==> src/rtl/td4_pkg.sv <==
// Shared encodings for the TD4 run/debug controller: command opcodes, FSM states
// and the command record presented on the host port.
package td4_pkg;

  localparam int INSTR_W = 8;
  localparam int ADDR_W  = 4;
  localparam int OP_W    = 3;

  typedef enum logic [OP_W-1:0] {
    OP_NOP    = 3'd0,
    OP_LOAD   = 3'd1,
    OP_RUN    = 3'd2,
    OP_STEP   = 3'd3,
    OP_HALT   = 3'd4,
    OP_SETDIV = 3'd5,
    OP_SETBP  = 3'd6,
    OP_CRST   = 3'd7
  } cmd_op_e;

  typedef enum logic [2:0] {
    ST_IDLE = 3'd0,
    ST_LOAD = 3'd1,
    ST_RUN  = 3'd2,
    ST_STEP = 3'd3,
    ST_CRST = 3'd4
  } state_e;

  typedef struct packed {
    cmd_op_e              op;
    logic [ADDR_W-1:0]    addr;
    logic [INSTR_W-1:0]   data;
  } cmd_t;

endpackage

==> src/rtl/td4_tick_div.sv <==
// Slow-rate prescaler: counts 0..((div+1)<<DIV_SHIFT)-1 and flags the terminal value.
module td4_tick_div #(
  parameter int DIV_SHIFT = 16
) (
  input  logic       clock,
  input  logic       reset,
  input  logic       i_clr,
  input  logic [7:0] i_div,
  output logic       o_tick
);

  localparam int CW = 8 + DIV_SHIFT;
  // (div+1)<<S - 1 is just div in the upper bits with all-ones below
  localparam logic [CW-1:0] LOW_ONES = CW'((64'd1 << DIV_SHIFT) - 64'd1);

  logic [CW-1:0] r_cnt;
  logic [CW-1:0] w_term;

  assign w_term = (CW'(i_div) << DIV_SHIFT) | LOW_ONES;
  assign o_tick = (r_cnt == w_term);

  always_ff @(posedge clock or negedge reset) begin
    if (!reset)             r_cnt <= '0;
    else if (i_clr || o_tick) r_cnt <= '0;
    else                    r_cnt <= r_cnt + 1'b1;
  end

endmodule

==> src/rtl/td4_run_ctrl.sv <==
// Run/debug controller for the TD4 core: program loader, HALT/RUN/STEP clock-enable
// sequencing at a slow tick rate, one IP breakpoint and a core-reset sequencer.
module td4_run_ctrl
  import td4_pkg::*;
#(
  parameter int         DIV_SHIFT  = 16,
  parameter int         RST_CYCLES = 4,
  parameter logic [7:0] DIV_INIT   = 8'd0
) (
  input  logic        clock,
  input  logic        reset,
  input  logic        i_cmd_valid,
  output logic        o_cmd_ready,
  input  logic [2:0]  i_cmd_op,
  input  logic [3:0]  i_cmd_addr,
  input  logic [7:0]  i_cmd_data,
  output logic        o_prog_we,
  output logic [3:0]  o_prog_addr,
  output logic [7:0]  o_prog_wdata,
  input  logic [3:0]  i_core_ip,
  output logic        o_core_en,
  output logic        o_core_rst_n,
  output logic [2:0]  o_state,
  output logic        o_bp_hit,
  output logic        o_cmd_err
);

  localparam int             RCW      = (RST_CYCLES > 1) ? $clog2(RST_CYCLES) : 1;
  localparam logic [RCW-1:0] RST_LAST = RCW'(RST_CYCLES - 1);

  state_e             r_state, w_next;
  logic [RCW-1:0]     r_rst_cnt;
  logic [7:0]         r_div;
  logic               r_bp_en;
  logic [ADDR_W-1:0]  r_bp_addr;
  logic               r_bp_hit;
  logic               r_cmd_err;
  logic               r_first;
  logic [ADDR_W-1:0]  r_prog_addr;
  logic [INSTR_W-1:0] r_prog_wdata;

  cmd_t w_cmd;
  logic w_xfer, w_in_run, w_tick, w_kill, w_tick_live, w_bp_stop, w_illegal, w_tick_clr;

  assign w_cmd    = cmd_t'({i_cmd_op, i_cmd_addr, i_cmd_data});
  assign w_xfer   = i_cmd_valid && o_cmd_ready;
  assign w_in_run = (r_state == ST_RUN);
  // A tick coinciding with HALT / CORE_RESET / SETDIV is dropped, never half-issued
  assign w_kill      = w_xfer && (w_cmd.op inside {OP_HALT, OP_CRST, OP_SETDIV});
  assign w_tick_live = w_in_run && w_tick && !w_kill;
  assign w_bp_stop   = w_tick_live && r_bp_en && !r_first && (i_core_ip == r_bp_addr);
  assign w_illegal   = w_in_run && w_xfer && (w_cmd.op inside {OP_LOAD, OP_STEP});
  assign w_tick_clr  = !w_in_run || (w_xfer && w_cmd.op == OP_SETDIV);

  td4_tick_div #(.DIV_SHIFT(DIV_SHIFT)) u_div (
    .clock  (clock),
    .reset  (reset),
    .i_clr  (w_tick_clr),
    .i_div  (r_div),
    .o_tick (w_tick)
  );

  // Reset lands in CRST so the core is held for RST_CYCLES after release
  always_ff @(posedge clock or negedge reset) begin
    if (!reset) r_state <= ST_CRST;
    else        r_state <= w_next;
  end

  always_comb begin
    w_next = r_state;
    case (r_state)
      ST_IDLE: if (w_xfer) begin
        case (w_cmd.op)
          OP_LOAD: w_next = ST_LOAD;
          OP_RUN:  w_next = ST_RUN;
          OP_STEP: w_next = ST_STEP;
          OP_CRST: w_next = ST_CRST;
          default: w_next = ST_IDLE;
        endcase
      end
      ST_LOAD: w_next = ST_IDLE;
      ST_STEP: w_next = ST_IDLE;
      ST_RUN: begin
        if (w_xfer && w_cmd.op == OP_HALT)      w_next = ST_IDLE;
        else if (w_xfer && w_cmd.op == OP_CRST) w_next = ST_CRST;
        else if (w_bp_stop)                     w_next = ST_IDLE;
      end
      ST_CRST: if (r_rst_cnt == '0) w_next = ST_IDLE;
      default: w_next = ST_IDLE;
    endcase
  end

  always_comb begin
    o_cmd_ready  = (r_state == ST_IDLE) || (r_state == ST_RUN);
    o_prog_we    = (r_state == ST_LOAD);
    o_core_en    = (r_state == ST_STEP) || (w_tick_live && !w_bp_stop);
    o_core_rst_n = (r_state != ST_CRST);
    o_state      = r_state;
    o_bp_hit     = r_bp_hit;
    o_cmd_err    = r_cmd_err;
    o_prog_addr  = r_prog_addr;
    o_prog_wdata = r_prog_wdata;
  end

  always_ff @(posedge clock or negedge reset) begin
    if (!reset) begin
      r_rst_cnt    <= RST_LAST;
      r_div        <= DIV_INIT;
      r_bp_en      <= 1'b0;
      r_bp_addr    <= '0;
      r_bp_hit     <= 1'b0;
      r_cmd_err    <= 1'b0;
      r_first      <= 1'b1;
      r_prog_addr  <= '0;
      r_prog_wdata <= '0;
    end else begin
      // Held at the reload value outside CRST, so entry always starts a full hold
      if (r_state != ST_CRST)  r_rst_cnt <= RST_LAST;
      else if (r_rst_cnt != '0) r_rst_cnt <= r_rst_cnt - RCW'(1);

      if (w_xfer) begin
        case (w_cmd.op)
          OP_SETDIV: r_div <= w_cmd.data;
          OP_SETBP: begin
            r_bp_en   <= w_cmd.data[0];
            r_bp_addr <= w_cmd.addr;
          end
          OP_LOAD: if (r_state == ST_IDLE) begin
            r_prog_addr  <= w_cmd.addr;
            r_prog_wdata <= w_cmd.data;
          end
          default: ;
        endcase
      end

      if (w_xfer && (w_cmd.op inside {OP_RUN, OP_STEP})) r_bp_hit <= 1'b0;
      else if (w_bp_stop)                                r_bp_hit <= 1'b1;

      if (w_xfer && w_cmd.op == OP_CRST) r_cmd_err <= 1'b0;
      else if (w_illegal)                r_cmd_err <= 1'b1;

      // Breakpoint is skipped on the first tick so RUN can resume from a hit
      if (!w_in_run)        r_first <= 1'b1;
      else if (w_tick_live) r_first <= 1'b0;
    end
  end

endmodule
==> config.mk <==
export PLATFORM = sky130hd
export DESIGN_NAME = td4_run_ctrl
export DESIGN_NICKNAME = d
export VERILOG_FILES = /design/src/rtl/td4_pkg.sv /design/src/rtl/td4_tick_div.sv /design/src/rtl/td4_run_ctrl.sv
export SDC_FILE = /design/constraint.sdc
export NUM_CORES = 1
export LEC_CHECK = 0
export CAP_MARGIN = 0
export CORE_UTILIZATION = 40
export DETAILED_ROUTE_END_ITERATION = 12
export DONT_BUFFER_PORTS = 1
export REMOVE_ABC_BUFFERS = 1
export SLEW_MARGIN = 10
export SYNTH_ARGS = -nofsm -noshare
export SYNTH_HDL_FRONTEND = slang
export SYNTH_SLANG_ARGS = --single-unit
export TNS_END_PERCENT = 1
==> constraint.sdc <==
create_clock -name clock -period 5.05 [get_ports clock]
set_input_delay 0.505 -clock clock [delete_from_list [all_inputs] [get_ports clock]]
set_output_delay 0.505 -clock clock [all_outputs]
set_load 0.03 [all_outputs]
==> results.md <==
- Initial antenna violation count: 0
- Worst Hold Class: input pin to asynchronous set/reset pin
- Core area: 6830 µm²
- Pleak: 1.27 nW
- Fin. Hold Viols: 0
- Post-cts repair resize count: 0
- CP required: 4550 ps
- Critical path type: register to primary output
- R2R Setup Slk: 2450 ps
- First-pass GRT wire length: 9.26 mm
- Synth area leader: dfrtp_1
- FMAX: 317 MHz
- Power per standard cell area: 447 nW/µm²
- Worst Setup Start Kind: register
- Worst path top cell family by delay: simple AND/OR/NAND/NOR gates
- Multi-input logic area: 1340 µm²
- Post-synth EDFFs: 0
- Clock root buffer: clkbuf_8
- # DRC: 0
- Vias in the first global route: 1976
- Total iterations of the first detailed-routing run: 4
- Min cycle time layout: 3160 ps
- DR vias: 2021
- WL final: 5.67 mm
- Syn Inst Count: 256
- Slew at the pin closest to its max-slew limit: 1090 ps
- CTS tree: built
- Die ar.: 7470 µm²
- # IOs: 43
- Port bufs: 0
- H-tree Lvls: 3
- Reg2Reg Depth: 3
- Final WS setup: 1890 ps
- Ys Warns: 0
- WP data arrival: 2650 ps
- CP max stage delay: 780 ps
- Post-synthesis sequential area ratio: 0.502
- Global Route Usage Sum: 0.166
- Setup-failing EPs final: 0
- Clock Skews: 7.52 ps
- Initial core utilization: 0.417
- Area Overhead vs Synth: 10.1%
- CTS Buffer Depth: 2
- Diode count: 0
- DP Wirelength: 3.83 mm
- Final #Nets: 284
- Synth Cell Area: 2850 µm²
- Synth unique cells: 47
- WL/cell: 15.7 µm
- Largest net degree at the start of global routing: 54
- Count of pins over their slew limit: 0
- Routed Antenna Nets: 0
- CTS Sinks: 57
- Syn_area_per_cell: 11.1 µm²
- Die Wd: 86.4 µm
- GRT overflow: 0
- Clock Pin Slew Worst Setup and Hold Paths: 60 ps
- Slew headroom: 0.268
- Synth top area share: 0.465
- Routability cong.: 0.767
- Die Y: 86.4 µm
- Pre-CTS setup slack: 2240 ps
- Final period util: 0.625
- CP max stage cell: o41ai_2
- FILL cells: 679
- CP Cell Sequence: ha_1, and3_1, nand3_4, or4_4, o41ai_2
- Post-CTS Hold Buffers: 2
- Layout cell share with drive strength beyond 1: 0.200
- CP Launch Point: u_div.r_cnt[0]$_DFF_PN0_
- First DRT Iteration DRCs: 81
- Seq cells post-synth: 57
- Critical R2R Launch: o_state[0]$_DFFE_PN0P_
- Storage cell area: 1430 µm²
- Worst-Skew Late Latency: 340 ps
- Status: finished clean
- Row count: 30
- Synth top area cells: dfrtp_1 (47%), mux2_2 (9.9%), xnor2_1 (4.6%)
- Prevailing post-synth register cell: dfrtp_1
- Setup bufs post-CTS: 0
- DR vias/cell: 5.60
- WP buf/inv: 0
- Peak supply drop: 0.000256 V
- # Max-Cap Violations: 0
- Worst setup EP type: primary output
- Post-synthesis async set-or-reset flop share: 1.00
- Maximum fanout along the worst path: 5
- Setup TNS: 0 ps
- RR Endpoint: o_prog_wdata[1]$_DFFE_PN0P_
- Number of CTS-inserted buffers: 9
- RSZ-0062 raised after global routing: false
## metrics by stage
step | instance area, µm² | utilization | cells | hold WS (ps) | total power, mW
after global placement | 2930 | 0.429 | 343 | 212 | 1.02
after floorplan | 2800 | - | 246 | 209 | 0.970
after CTS | 3140 | 0.460 | 361 | 23.1 | 1.42
final | 3140 | 0.460 | 361 | 5.57 | 1.40
after detailed placement | 2930 | 0.429 | 343 | 212 | 1.03
after global routing | 3140 | 0.460 | 361 | 26.2 | 1.48
## cell type report
class | count | share of cell area
sequential | 57 | 0.456
clock inverter | 3 | 0.00478
clock buffer | 13 | 0.0506
multi-input combinational | 180 | 0.425
tap | 96 | 0.0383
inverter | 9 | 0.0108
timing repair buffer | 3 | 0.0143
## cells in the mapped netlist, types with 2 or more instances
cell / count
mux2_2: 25
and3_1: 6
nor3_1: 15
o21ai_0: 8
buf_2: 5
inv_1: 9
ha_1: 2
nand2_1: 14
o2111ai_1: 3
nor2b_1: 3
nor2_1: 8
a21oi_1: 6
clkbuf_1: 3
nand3_1: 9
a211oi_1: 7
dfrtp_1: 53
nand4_1: 10
and4_1: 4
and4b_1: 2
xnor2_1: 15
o31ai_1: 3
o211ai_1: 2
nand2b_1: 2
or4_1: 3
and2_1: 4
or3_1: 5
xor2_1: 7
dfstp_2: 4
## cells in the final DEF (no fill, tap or decap), types with 3 or more instances in the layout
| master | netlist | final |
|---|---|---|
| dfrtp_1 | 53 | 53 |
| mux2_2 | 25 | 25 |
| xnor2_1 | 15 | 15 |
| nor3_1 | 15 | 15 |
| nand2_1 | 14 | 14 |
| clkbuf_8 | 0 | 11 |
| nand4_1 | 10 | 10 |
| nand3_1 | 9 | 9 |
| inv_1 | 9 | 9 |
| o21ai_0 | 8 | 8 |
| nor2_1 | 8 | 8 |
| a211oi_1 | 7 | 7 |
| xor2_1 | 7 | 7 |
| and3_1 | 6 | 6 |
| a21oi_1 | 6 | 6 |
| or3_1 | 5 | 5 |
| and4_1 | 4 | 4 |
| and2_1 | 4 | 4 |
| dfstp_2 | 4 | 4 |
| nor2b_1 | 3 | 3 |
| o31ai_1 | 3 | 3 |
| or4_1 | 3 | 3 |
| o2111ai_1 | 3 | 3 |
| clkinv_2 | 0 | 3 |
## routing by layer
layer  track usage  vias to the layer above  share of wire
li1              -                      956              -
met1         0.210                     1013           0.46
met2         0.261                       40           0.48
met3        0.0448                       12          0.042
met4        0.0864                        0          0.022
met5             0                        -              0
## sequential cells by signal, indices dropped and copies added, names as in the netlist, 2 cells and up
name          flops
r_rst_cnt         2
o_prog_wdata      8
r_bp_addr         4
u_div.r_cnt      24
o_state           3
r_div             8
o_prog_addr       4
## worst register-to-register path, cell delays in order (launching register included)
cell and delay [ps]:
dfrtp_1 540, nor2_1 720, nand4_1 730, mux2_2 510
## worst max path at each step
stage | to | slack, ps | cells after the start
floorplan | o_core_en | 2400 | 5
global placement | o_core_en | 2270 | 5
detailed placement | o_core_en | 2240 | 5
CTS | o_core_en | 1860 | 5
global route | o_core_en | 1730 | 5
finish | o_core_en | 1890 | 5
## cell families (layout without fill, tap and decap cells)
family / Yosys count / after routing / synth area share
simple gates: 94 / 94 / 0.201
flops: 57 / 57 / 0.502
fa+ha+maj: 2 / 2 / 0.00877
buf+inv: 19 / 28 / 0.0298
mux: 25 / 25 / 0.0987
xor+xnor: 22 / 22 / 0.0676
compound gates: 37 / 37 / 0.0922
## report_power, final
group          internal (mW)  total [mW]  leakage [nW]  switching (mW)
Combinational          0.129       0.261         0.451           0.132
Sequential             0.571       0.769         0.727           0.198
Clock                  0.202       0.373        0.0932           0.171
Total                  0.903        1.40          1.27           0.501
Note: power is estimated with default switching activity, not from simulation.
